### config.mk
export PLATFORM = sky130hd
export DESIGN_NAME = mdl_tempstat
export DESIGN_NICKNAME = d
export VERILOG_FILES = /design/src/rtl/tempstat_pkg.sv /design/src/rtl/mdl_settle_cnt.sv /design/src/rtl/mdl_tempstat.sv
export SDC_FILE = /design/constraint.sdc
export NUM_CORES = 1
export LEC_CHECK = 0
export ABC_AREA = 1
export CORE_MARGIN = 2
export CORE_UTILIZATION = 55
export DETAILED_ROUTE_END_ITERATION = 16
export GPL_TIMING_DRIVEN = 1
export PLACE_DENSITY = 0.89
export SYNTH_ARGS = -nofsm -noshare
export SYNTH_HDL_FRONTEND = slang
export SYNTH_HIERARCHICAL = 1
export SYNTH_SLANG_ARGS = --single-unit
### constraint.sdc
create_clock -name i_MCLK -period 2.3 [get_ports i_MCLK]
set_clock_uncertainty 0.05 [all_clocks]
set_input_delay 0.46 -clock i_MCLK [delete_from_list [all_inputs] [get_ports i_MCLK]]
set_output_delay 0.46 -clock i_MCLK [all_outputs]
set_load 0.03 [all_outputs]
### src/rtl/tempstat_pkg.sv
// rtl/tempstat_pkg.sv - shared types and constants for the temperature status supervisor
package tempstat_pkg;

    typedef enum logic [1:0] {
        S_COLD   = 2'd0,
        S_HEAT   = 2'd1,
        S_SETTLE = 2'd2,
        S_READY  = 2'd3
    } state_t;

    localparam logic [3:0] DROP_CNT_MAX = 4'd15;

endpackage

### src/rtl/mdl_settle_cnt.sv
// rtl/mdl_settle_cnt.sv - enable-gated clearable settle counter with terminal-count flags
module mdl_settle_cnt #(
    parameter int WARMUP_TICKS = 4096,
    parameter int CNT_W        = 13
) (
    input  logic i_MCLK,
    input  logic i_RST,
    input  logic clr,
    input  logic inc,
    output logic term,
    output logic done
);

    localparam logic [CNT_W-1:0] LAST_VAL = CNT_W'(WARMUP_TICKS - 1);
    localparam logic [CNT_W-1:0] DONE_VAL = CNT_W'(WARMUP_TICKS);

    logic [CNT_W-1:0] cnt;

    // term flags the increment that completes the settle; done covers a
    // completion that landed between FSM enables
    assign term = inc && (cnt == LAST_VAL);
    assign done = (cnt == DONE_VAL);

    always_ff @(posedge i_MCLK) begin
        if (i_RST) begin
            cnt <= '0;
        end else if (clr) begin
            cnt <= '0;
        end else if (inc && !done) begin
            cnt <= cnt + CNT_W'(1);
        end
    end

endmodule

### src/rtl/mdl_tempstat.sv
// rtl/mdl_tempstat.sv - temperature drop flag/count/interrupt and heater warm-up supervisor
module mdl_tempstat
    import tempstat_pkg::*;
#(
    parameter int WARMUP_TICKS = 4096,
    parameter int CNT_W        = 13
) (
    input  logic       i_MCLK,
    input  logic       i_RST,
    input  logic       i_CLK4M_PCEN_n,
    input  logic       i_CLK2M_PCEN_n,
    input  logic       i_CLK2M_STOP_n,
    input  logic       i_TEMPDROP_SET_n,
    input  logic       i_HEATEN_n,
    input  logic       i_TEMPDROP_CLR,
    input  logic       i_IRQ_EN,
    output logic       o_TEMPDROP,
    output logic [3:0] o_DROP_CNT,
    output logic       o_IRQ_n,
    output logic       o_HEATER_ON,
    output logic       o_WARMING,
    output logic       o_READY
);

    state_t state, state_nx;
    logic   cnt_clr;
    logic   cnt_inc;
    logic   cnt_term;
    logic   cnt_done;
    logic   en4;
    logic   drop;

    assign en4     = !i_CLK4M_PCEN_n;
    assign drop    = !i_TEMPDROP_SET_n;
    assign cnt_inc = !i_CLK2M_PCEN_n && i_CLK2M_STOP_n && (state == S_SETTLE);

    mdl_settle_cnt #(
        .WARMUP_TICKS (WARMUP_TICKS),
        .CNT_W        (CNT_W)
    ) u_settle_cnt (
        .i_MCLK (i_MCLK),
        .i_RST  (i_RST),
        .clr    (cnt_clr),
        .inc    (cnt_inc),
        .term   (cnt_term),
        .done   (cnt_done)
    );

    always_ff @(posedge i_MCLK) begin
        if (i_RST) begin
            state <= S_COLD;
        end else begin
            state <= state_nx;
        end
    end

    always_comb begin
        state_nx = state;
        cnt_clr  = 1'b0;
        if (en4) begin
            case (state)
                S_COLD: begin
                    if (!i_HEATEN_n) begin
                        state_nx = S_HEAT;
                    end else begin
                        state_nx = S_SETTLE;
                        cnt_clr  = 1'b1;
                    end
                end
                S_HEAT: begin
                    if (i_HEATEN_n) begin
                        state_nx = S_SETTLE;
                        cnt_clr  = 1'b1;
                    end
                end
                S_SETTLE: begin
                    // heater demand beats a completion in the same cycle
                    if (!i_HEATEN_n) begin
                        state_nx = S_HEAT;
                    end else if (cnt_done || cnt_term) begin
                        state_nx = S_READY;
                    end
                end
                S_READY: begin
                    if (!i_HEATEN_n) begin
                        state_nx = S_HEAT;
                    end else if (drop) begin
                        state_nx = S_SETTLE;
                        cnt_clr  = 1'b1;
                    end
                end
                default: state_nx = S_COLD;
            endcase
        end
    end

    always_ff @(posedge i_MCLK) begin
        if (i_RST) begin
            o_TEMPDROP  <= 1'b0;
            o_DROP_CNT  <= 4'd0;
            o_HEATER_ON <= 1'b0;
        end else if (en4) begin
            o_HEATER_ON <= !i_HEATEN_n;
            // a drop seen together with a clear restarts the count at one
            if (drop) begin
                o_TEMPDROP <= 1'b1;
                if (i_TEMPDROP_CLR) begin
                    o_DROP_CNT <= 4'd1;
                end else if (o_DROP_CNT != DROP_CNT_MAX) begin
                    o_DROP_CNT <= o_DROP_CNT + 4'd1;
                end
            end else if (i_TEMPDROP_CLR) begin
                o_TEMPDROP <= 1'b0;
                o_DROP_CNT <= 4'd0;
            end
        end
    end

    assign o_IRQ_n   = !(o_TEMPDROP && i_IRQ_EN);
    assign o_WARMING = (state == S_HEAT) || (state == S_SETTLE);
    assign o_READY   = (state == S_READY);

endmodule

### Yosys cells after proc, flatten, opt, wreduce, memory -nomap -nowiden

Cells that the tools add are included.

| word-level totals | value |
|---|---|
| bits in registers | 21 |
| latch bits | 0 |
| bits in writable memories | 0 |
| ROM bits | 0 |
| memories kept | 0 |

| cells by class | value |
|---|---|
| $add $sub $neg | 2 |
| $mul | 0 |
| div/mod/pow operators | 0 |
| $lt $le $gt $ge | 0 |
| eq/ne operators | 10 |
| shifts and indexed selects | 0 |
| mux-type cells | 18 |
| bitwise logic cells | 1 |
| reductions and logical operators | 18 |

Operators by type and width:

| operator | number |
|---|---|
| two-way mux 4 bit | 4 |
| adder 13 x 1 -> 13 bit (second input constant) | 1 |
| == test 13 x 12 -> 1 bit (second input constant) | 1 |
| == test 13 bit (second input constant) | 1 |
| two-way mux 2 bit | 6 |
| case mux 2 bit (4 select lines) | 1 |
| two-way mux 1 bit | 6 |
| != test 3 bit (second input constant) | 2 |
| logical AND 1 bit | 5 |
| adder 4 x 1 -> 4 bit (second input constant) | 1 |
| == test 2 bit (second input constant) | 2 |
| logical NOT 1 bit | 4 |
| != test 4 bit (second input constant) | 1 |
| AND reduction 4 bit | 1 |
| OR reduction 2 bit | 2 |
| AND reduction 3 bit | 1 |
| == test 2 x 1 -> 1 bit (second input constant) | 1 |
| logical NOT 2 bit | 1 |
| logical OR 1 bit | 2 |
| != test 2 x 1 -> 1 bit (second input constant) | 1 |
| != test 2 bit (second input constant) | 1 |
| case mux 1 bit (2 select lines) | 1 |
| AND reduction 2 bit | 1 |
| nonzero test 2 bit | 1 |
| inverter 1 bit | 1 |

### Longest topological paths before layout

Gate-level depths: netlist of the first run.

| logic depth | value |
|---|---|
| depth after elaboration | 8 |
| gate-level depth with buffers | 13 |
| mapped depth without buffers | 12 |

### Hierarchy

The synthesis of the first run kept the hierarchy.

Modules (own cells, without submodules):

| module | instances | cells an instance | area each (um^2) |
|---|---|---|---|
| mdl_settle_cnt | 1 | 145 | 922.1 |
| mdl_tempstat | 1 | 89 | 559.3 |

### Least setup slack after synthesis of the first run

Ideal clock, no wire load.

| timing | value |
|---|---|
| path type | register to register |
| from | register state[0] |
| to | register state[0] |
| library setup time | 64 ps |
| arrival time | 1693 ps |
| required time | 2186 ps |
| path slack | 493 ps |
| cell stages (with the launch flop) | 13 |
| buffers on the path | 0 |
| clock period less this slack | 1807 ps |
| cells stage by stage | dfxtp_1 > inv_1 > ha_1 > nand2_1 > nor2_1 > inv_1 > nor3_1 > nor2_1 > nand3_1 > nand2_1 > nor2_1 > nor2_1 > nor2_1 |

| on the way | value |
|---|---|
| word-level cells in the longest chain between the ends | 6 |
| elaborated cells on any way between the ends | 12 |

RTL lines:

| what | RTL line | RTL |
|---|---|---|
| start, declared | mdl_tempstat.sv:25 | `state_t state, state_nx;` |
| start signal, assigned | mdl_tempstat.sv:53 | `state <= state_nx;` |
| == test 2 bit | mdl_tempstat.sv:35 | `assign cnt_inc = !i_CLK2M_PCEN_n && i_CLK2M_STOP_n && (state == S_SETTLE);` |
| logical AND 1 bit | mdl_tempstat.sv:35 |  |
| net cnt_inc | mdl_tempstat.sv:27 | `logic cnt_inc;` |
| logical AND 1 bit | mdl_settle_cnt.sv:21 | `assign term = inc && (cnt == LAST_VAL);` |
| net cnt_term | mdl_tempstat.sv:28 | `logic cnt_term;` |
| logical OR 1 bit | mdl_tempstat.sv:80 | `end else if (cnt_done \|\| cnt_term) begin` |
| != test 3 bit (no line) | n/a |  |
| AND reduction 4 bit (no line) | n/a |  |

The timed path passes the listed nets, and every way through them passes these cells.
A chain may end at the register's enable or synchronous reset.

### Final worst setup path of the first run

| timing | value |
|---|---|
| from | register state[0] |
| to | output o_READY |

| on the way | value |
|---|---|
| word-level cells in the longest chain between the ends | 1 |

RTL lines:

| what | RTL line | RTL |
|---|---|---|
| == test 2 bit | mdl_tempstat.sv:121 | `assign o_READY = (state == S_READY);` |
| end, declared | mdl_tempstat.sv:22 | `output logic o_READY` |

Every way passes these cells.

==> flow_summary.ini, run 1 <==
[global_routing]
grt_max_degree = 13
grt_overflow = 0
grt_antenna_before_repair = 0
first_global_vias = 1343
grt_pass1_wl_microns = 5490
grtUsageTotal_pct = 21.5

[worst_setup_path]
crit_path_cell_trace = ha_1 -> clkdlybuf4s50_1
critPathMaxStageDelay_ns = 0.69
cp_num_buf_inv = 1
cp-end-kind = output port
r2r_setup_slack_ns = 0.51
cp_top_family = buffers and inverters
rr_worst_depth = 7
timing.rr.end = u_settle_cnt/cnt[6]
cp_max_fo = 4
start_kind = flip-flop
critPathArrivalTime_ns = 1.65
r2r_start = state[1]
critPathKind = flip-flop to output port
crit_required_ns = 1.79
cp_slowest_cell = clkdlybuf4s50_1

[cts]
cts_resized = 1
clkLatencyLatePin_ns = 0.31
cts_tree = done
cts.sinks = 21
post_cts_buffers = 0
clk_pin_slew_ns = 0.12
clk_path_buf_depth = 2
cts_hold_buf = 0
cts-root-buf = clkbuf_4
numCtsBuffers = 3
cts_max_level = 1

[cells_and_area]
drive_above_1_share_pct = 11.3
postLayoutCoreUtil_pct = 67.9
num-fill-cells = 239
syn2layout_area_growth_pct = 15.5
nets = 273
diodes = 0

[floorplanning]
die_area_sq_um = 3120
dieHeight_microns = 55.9
row_count = 18
initial_utilization_pct = 58.7
core_area_sq_um = 2520
ios = 18
die-width_microns = 55.9

[drt]
wirelength_microns = 3210
drtIter0Drc = 83
viasPerCell = 5.24
drtPass1Iterations = 4
wl_per_cell_microns = 11.2
via_count = 1499
drc = 0
detail-route-antenna-nets = 0

[sta]
setup_violations = 0
slew_headroom_pct = 78.9
slew_viol_final = 0
fin_tns_setup_ns = 0
fmax_mhz = 464
period_share_pct = 93.7
rsz0062_at_grt = no
finalCriticalPeriod_ns = 2.16
tightest_slew_ns = 0.315
hold_viol = 0

[min_path]
holdPathStages = 2
hold_class = flip-flop to flip-flop
min-delay-start = u_settle_cnt/cnt[3]
hold_path_end = u_settle_cnt/cnt[3]

[logic_synthesis]
synth_cell_types = 23
yosysSeqAreaShare_pct = 28.4
yosysWarnings = 6
syn_inst = 234
synth_area_per_cell_sq_um = 6.33
syn-cell-area_sq_um = 1480
synth_seq_cells = 21
synth_nets = 250

[power_and_ir_drop]
irDropWorstVdd_mv = 0.358
p_per_area_nw_per_um2 = 423
leakage_nw = 0.709
finalPower_uw = 723

[placed_design]
io_buffers = 17
globalplace.congestion = 0.901
hpwl_microns = 2430

[run]
max_cap_violations = 0

[outcome]
outcome = finished clean
[logic make-up (layout without fill, tap and decap cells)]
group                    Yosys count  after routing  share of synthesized area (%)
AND/OR/NAND/NOR                  150            150                           46.3
buffers and inverters             30             52                           8.87
AO/OA/AOI/OAI                     22             22                           8.19
flip-flops                        21             21                           28.4
adder cells (fa/ha/maj)            7              7                           5.91
XOR/XNOR                           4              4                           2.36
[flip-flops by register name, summed over array words and instances (netlist names)]
| register | count |
|---|---|
| o_DROP_CNT | 4 |
| o_HEATER_ON | 1 |
| o_TEMPDROP | 1 |
| u_settle_cnt/cnt | 13 |
| state | 2 |
[tightest hold or removal path: stages, from the launching register on]
cell     delay, ns
dfxtp_1       0.37
nand2_1       0.08
a21oi_1       0.05
[through the flow]
| stage | worst slack [ns] | hold slack [ns] | instances | area, sq um |
|---|---|---|---|---|
| 2_1_floorplan | 0.493 | 0.426 | 234 | 1480 |
| 4_1_cts | 0.124 | 0.482 | 286 | 1710 |
| 6_report | 0.145 | 0.480 | 286 | 1710 |
| 5_1_grt | 0.0605 | 0.505 | 286 | 1710 |
| 3_5_place_dp | 0.218 | 0.458 | 282 | 1690 |
| 3_3_place_gp | 0.211 | 0.449 | 282 | 1690 |
[cell usage after synthesis]
cell	count	share of area (%)
dfxtp_1	21	28
nand3b_1	1	0.51
xor2_1	4	2.4
nand3_4	1	1.2
nand2_2	3	1.3
clkinv_1	1	0.25
a21oi_1	16	5.4
nor2_4	4	3.0
nor2_2	4	1.7
nor3_1	1	0.34
o21ai_0	5	1.7
buf_8	1	1.0
ha_1	7	5.9
nand4_1	7	3.0
nor2_1	38	9.6
nand2_1	71	18
buf_6	1	0.76
inv_2	7	1.8
inv_1	20	5.1
and3_1	1	0.42
nand2_4	2	1.5
nand3_1	17	5.7
a21oi_4	1	1.1
[cell type report]
class                   count  area, sq um  area share, %
clock buffers               3         22.5           1.32
clock inverters             1         5.00          0.292
inverters                  28          105           6.14
multi-input cells         183          930           54.3
flip-flops and latches     21          420           24.6
well taps                  30         37.5           2.19
repair buffers             20          191           11.2
[how the worst max path moves through the flow]
stage	from	endpoint	slack (ns)	cells after the start
global route	state[0]	o_READY	0.06	2
floorplan	state[0]	state[0]	0.49	12
finish	state[0]	o_READY	0.14	2
global placement	i_IRQ_EN	o_IRQ_n	0.21	3
detailed placement	i_IRQ_EN	o_IRQ_n	0.22	3
CTS	state[0]	o_READY	0.12	2
[metal layers]
metal	share of wire [%]	GRT usage, %	vias to the layer above
met5	0	0	-
met4	2.2	10.9	0
met3	3.3	2.33	7
met2	48	35.7	35
met1	47	27.6	674
li1	-	-	783
[power breakdown]
part           internal [mW]  leakage (nW)  switching [mW]
registers              0.373         0.170         0.00935
clock network         0.0651        0.0177           0.123
logic                 0.0602         0.521          0.0927
[cells in the final DEF (no fill, tap or decap), types with 2 or more instances in the layout]
cell type	count
clkdlybuf4s50_1	16
nor2_1	38
clkbuf_4	3
nor2_2	4
a21oi_1	16
nand3_1	17
inv_2	7
inv_1	20
nand2_1	71
nand4_1	7
ha_1	7
o21ai_0	5
nand2_4	2
dfxtp_1	21
nor2_4	4
nand2_2	3
buf_4	3
xor2_1	4
Note: power is estimated with default switching activity, not from simulation.
==> inputs of run 2 (changes only) <==
--- a/config.mk
+++ b/config.mk
@@ -5,12 +5,12 @@
 export SDC_FILE = /design/constraint.sdc
 export NUM_CORES = 1
 export LEC_CHECK = 0
-export ABC_AREA = 1
+export CAP_MARGIN = 20
 export CORE_MARGIN = 2
-export CORE_UTILIZATION = 55
+export CORE_UTILIZATION = 53
 export DETAILED_ROUTE_END_ITERATION = 16
 export GPL_TIMING_DRIVEN = 1
-export PLACE_DENSITY = 0.89
+export PLACE_DENSITY = 0.88
 export SYNTH_ARGS = -nofsm -noshare
 export SYNTH_HDL_FRONTEND = slang
 export SYNTH_HIERARCHICAL = 1
==> flow_summary.ini, run 2 <==
[outcome]
outcome = finished clean

[drt]
wirelength_microns = 2650
drtIter0Drc = 16
drtPass1Iterations = 4
wl_per_cell_microns = 13.8
wl_met1_microns = 1160
detail-route-antenna-nets = 0
dr_wl_met3_microns = 119
dr_wl_met2_microns = 1360
drc = 0
top_layer = met4
viasPerCell = 5.97
via_count = 1147

[logic_synthesis]
syn_inst = 140
synth_area_per_cell_sq_um = 8.85
async_reset_ff_share_pct = 0
synth-edff-count = 0
yosys-top-cells-count = dfxtp_1, nand2_1, inv_1
yosysTopAreaCell = dfxtp_1
yosysWarnings = 6
yosysMostFrequentCell = dfxtp_1
synth_cell_types = 42
synth_nets = 156
synth_seq_cells = 21
synth_ff_type = dfxtp_1
syn-cell-area_sq_um = 1240
synth.area.top_cells = dfxtp_1, ha_1, mux2i_1
synth_top_area_share_pct = 33.9
yosysSeqAreaShare_pct = 33.9

[run]
max_cap_violations = 0

[sta]
timing.hold.ws_ns = 0.463
hold_viol = 0
tightest_slew_ns = 0.554
slew_headroom_pct = 62.8
rsz0062_at_grt = no
period_share_pct = 92.0
finalCriticalPeriod_ns = 2.12
slew_viol_final = 0
fmax_mhz = 473
fin_tns_setup_ns = 0
setup_violations = 0

[worst_setup_path]
critPathKind = flip-flop to output port
critPathMaxStageDelay_ns = 0.68
critPathArrivalTime_ns = 1.61
cp_slowest_cell = clkdlybuf4s50_1
crit_path_cell_trace = ha_1 -> clkdlybuf4s50_1
cp_num_buf_inv = 1
cp_top_family = buffers and inverters
cp-end-kind = output port
cp_max_fo = 4
crit_required_ns = 1.79
start_kind = flip-flop

[power_and_ir_drop]
p_comb_share_pct = 21.9
pwr-share-seq_pct = 53.2
p_int_uw = 515
p_sw_uw = 205
irDropWorstVdd_mv = 0.350
p_per_area_nw_per_um2 = 483
power.clock.fraction_pct = 24.9
switching_share_pct = 28.4
leakage_nw = 0.561

[global_routing]
grt_pass1_wl_microns = 4380
grt_overflow = 0
grt_max_degree = 13
first_global_vias = 1046
grt_antenna_before_repair = 0
grtUsageTotal_pct = 21.0

[cells_and_area]
final_common_cell = dfxtp_1
nets = 181
layout_common_cells = dfxtp_1, clkdlybuf4s50_1, nand2_1
syn2layout_area_growth_pct = 20.3
diodes = 0
postLayoutCoreUtil_pct = 67.4
regMostFlops = u_settle_cnt/cnt
drive_above_1_share_pct = 11.6
top_regs = u_settle_cnt/cnt (13), o_DROP_CNT (4), state (2)
largest_register_ffs = 13

[cts]
cts-root-buf = clkbuf_4
clk_path_buf_depth = 2
cts.sinks = 21
post_cts_buffers = 0
clkLatencyLatePin_ns = 0.30
numCtsBuffers = 3
cts_tree = done
clk_pin_slew_ns = 0.12
cts_max_level = 1

[floorplanning]
die_area_sq_um = 2740
row_count = 17
core_area_sq_um = 2210
ios = 18
dieHeight_microns = 52.3
initial_utilization_pct = 56.0
die-width_microns = 52.3

[placed_design]
io_buffers = 17
globalplace.congestion = 0.903
hpwl_microns = 2060

[min_path]
hold_class = flip-flop to flip-flop
## run 2: logic make-up after synthesis
| family | synth area share [%] |
|---|---|
| adders and majority gates | 7.07 |
| muxes | 5.66 |
| buffers and inverters | 4.65 |
| and+or+nand+nor | 30.0 |
| AOI/OAI and AO/OA | 17.3 |
| xor gates and xnor gates | 1.41 |
| DFF | 33.9 |
## run 2: per-layer routing
metal  global-route usage [%]  vias up
met5                        0        -
met4                     7.69        0
met3                     3.14        2
met2                     37.1       35
met1                     25.5      536
li1                         -      574
## run 2: final cells by class
class	instances	area [sq um]
inverter	11	41.3
sequential	21	420
fill	182	722
timing repair buffer	22	206
tap	28	35.0
clock buffer	4	26.3
multi-input combinational	106	761
## run 2: power by group through the flow
| stage | combinational [mW] | sequential (mW) | clock, mW |
|---|---|---|---|
| after floorplan | 0.0959 | 0.397 | 0 |
| after global placement | 0.158 | 0.390 | 0 |
| after detailed placement | 0.162 | 0.391 | 0 |
| after CTS | 0.158 | 0.383 | 0.184 |
| after global routing | 0.174 | 0.384 | 0.197 |
| final | 0.158 | 0.383 | 0.179 |
## run 2: final timing paths
| kind | slack (ns) | endpoint | cells past startpoint | start |
|---|---|---|---|---|
| min reg2reg | 0.46 | u_settle_cnt/cnt[0] | 2 | u_settle_cnt/cnt[0] |
| max reg2reg | 0.28 | state[0] | 6 | u_settle_cnt/cnt[1] |
| max | 0.18 | o_READY | 2 | state[1] |
| min | 0.46 | u_settle_cnt/cnt[0] | 2 | u_settle_cnt/cnt[0] |
## run 2: timing repair
item | in CTS | in global routing
setup endpoints to repair | 1 | 0
hold buffers | 0 | 0
resized for setup | 1 | 0
hold endpoints to repair | 0 | 0
## run 2: metrics by stage
stage          cells  setup slack (ns)  power [mW]  cell area, sq um
6_report         192             0.184       0.719              1490
5_1_grt          192             0.121       0.755              1490
4_1_cts          192             0.172       0.725              1490
3_5_place_dp     188            0.0638       0.552              1470
3_3_place_gp     188             0.156       0.549              1470
2_1_floorplan    140             0.429       0.493              1240
## run 2: worst reg2reg max path, delay by kind of cell (launching register included)
kind / cells / cell delay, ns
muxes: 1 / 0.23
AOI/OAI and AO/OA: 1 / 0.38
DFF: 1 / 0.42
and+or+nand+nor: 3 / 0.63
adders and majority gates: 1 / 0.25
==> inputs of run 3 (changes only) <==
--- a/config.mk
+++ b/config.mk
@@ -8,6 +8,7 @@
 export CAP_MARGIN = 20
 export CORE_MARGIN = 2
 export CORE_UTILIZATION = 53
+export CTS_CLUSTER_DIAMETER = 80
 export DETAILED_ROUTE_END_ITERATION = 16
 export GPL_TIMING_DRIVEN = 1
 export PLACE_DENSITY = 0.88
==> results of run 3 <==
Same layout as run 2: the final DEF is identical, and so are final timing and power.
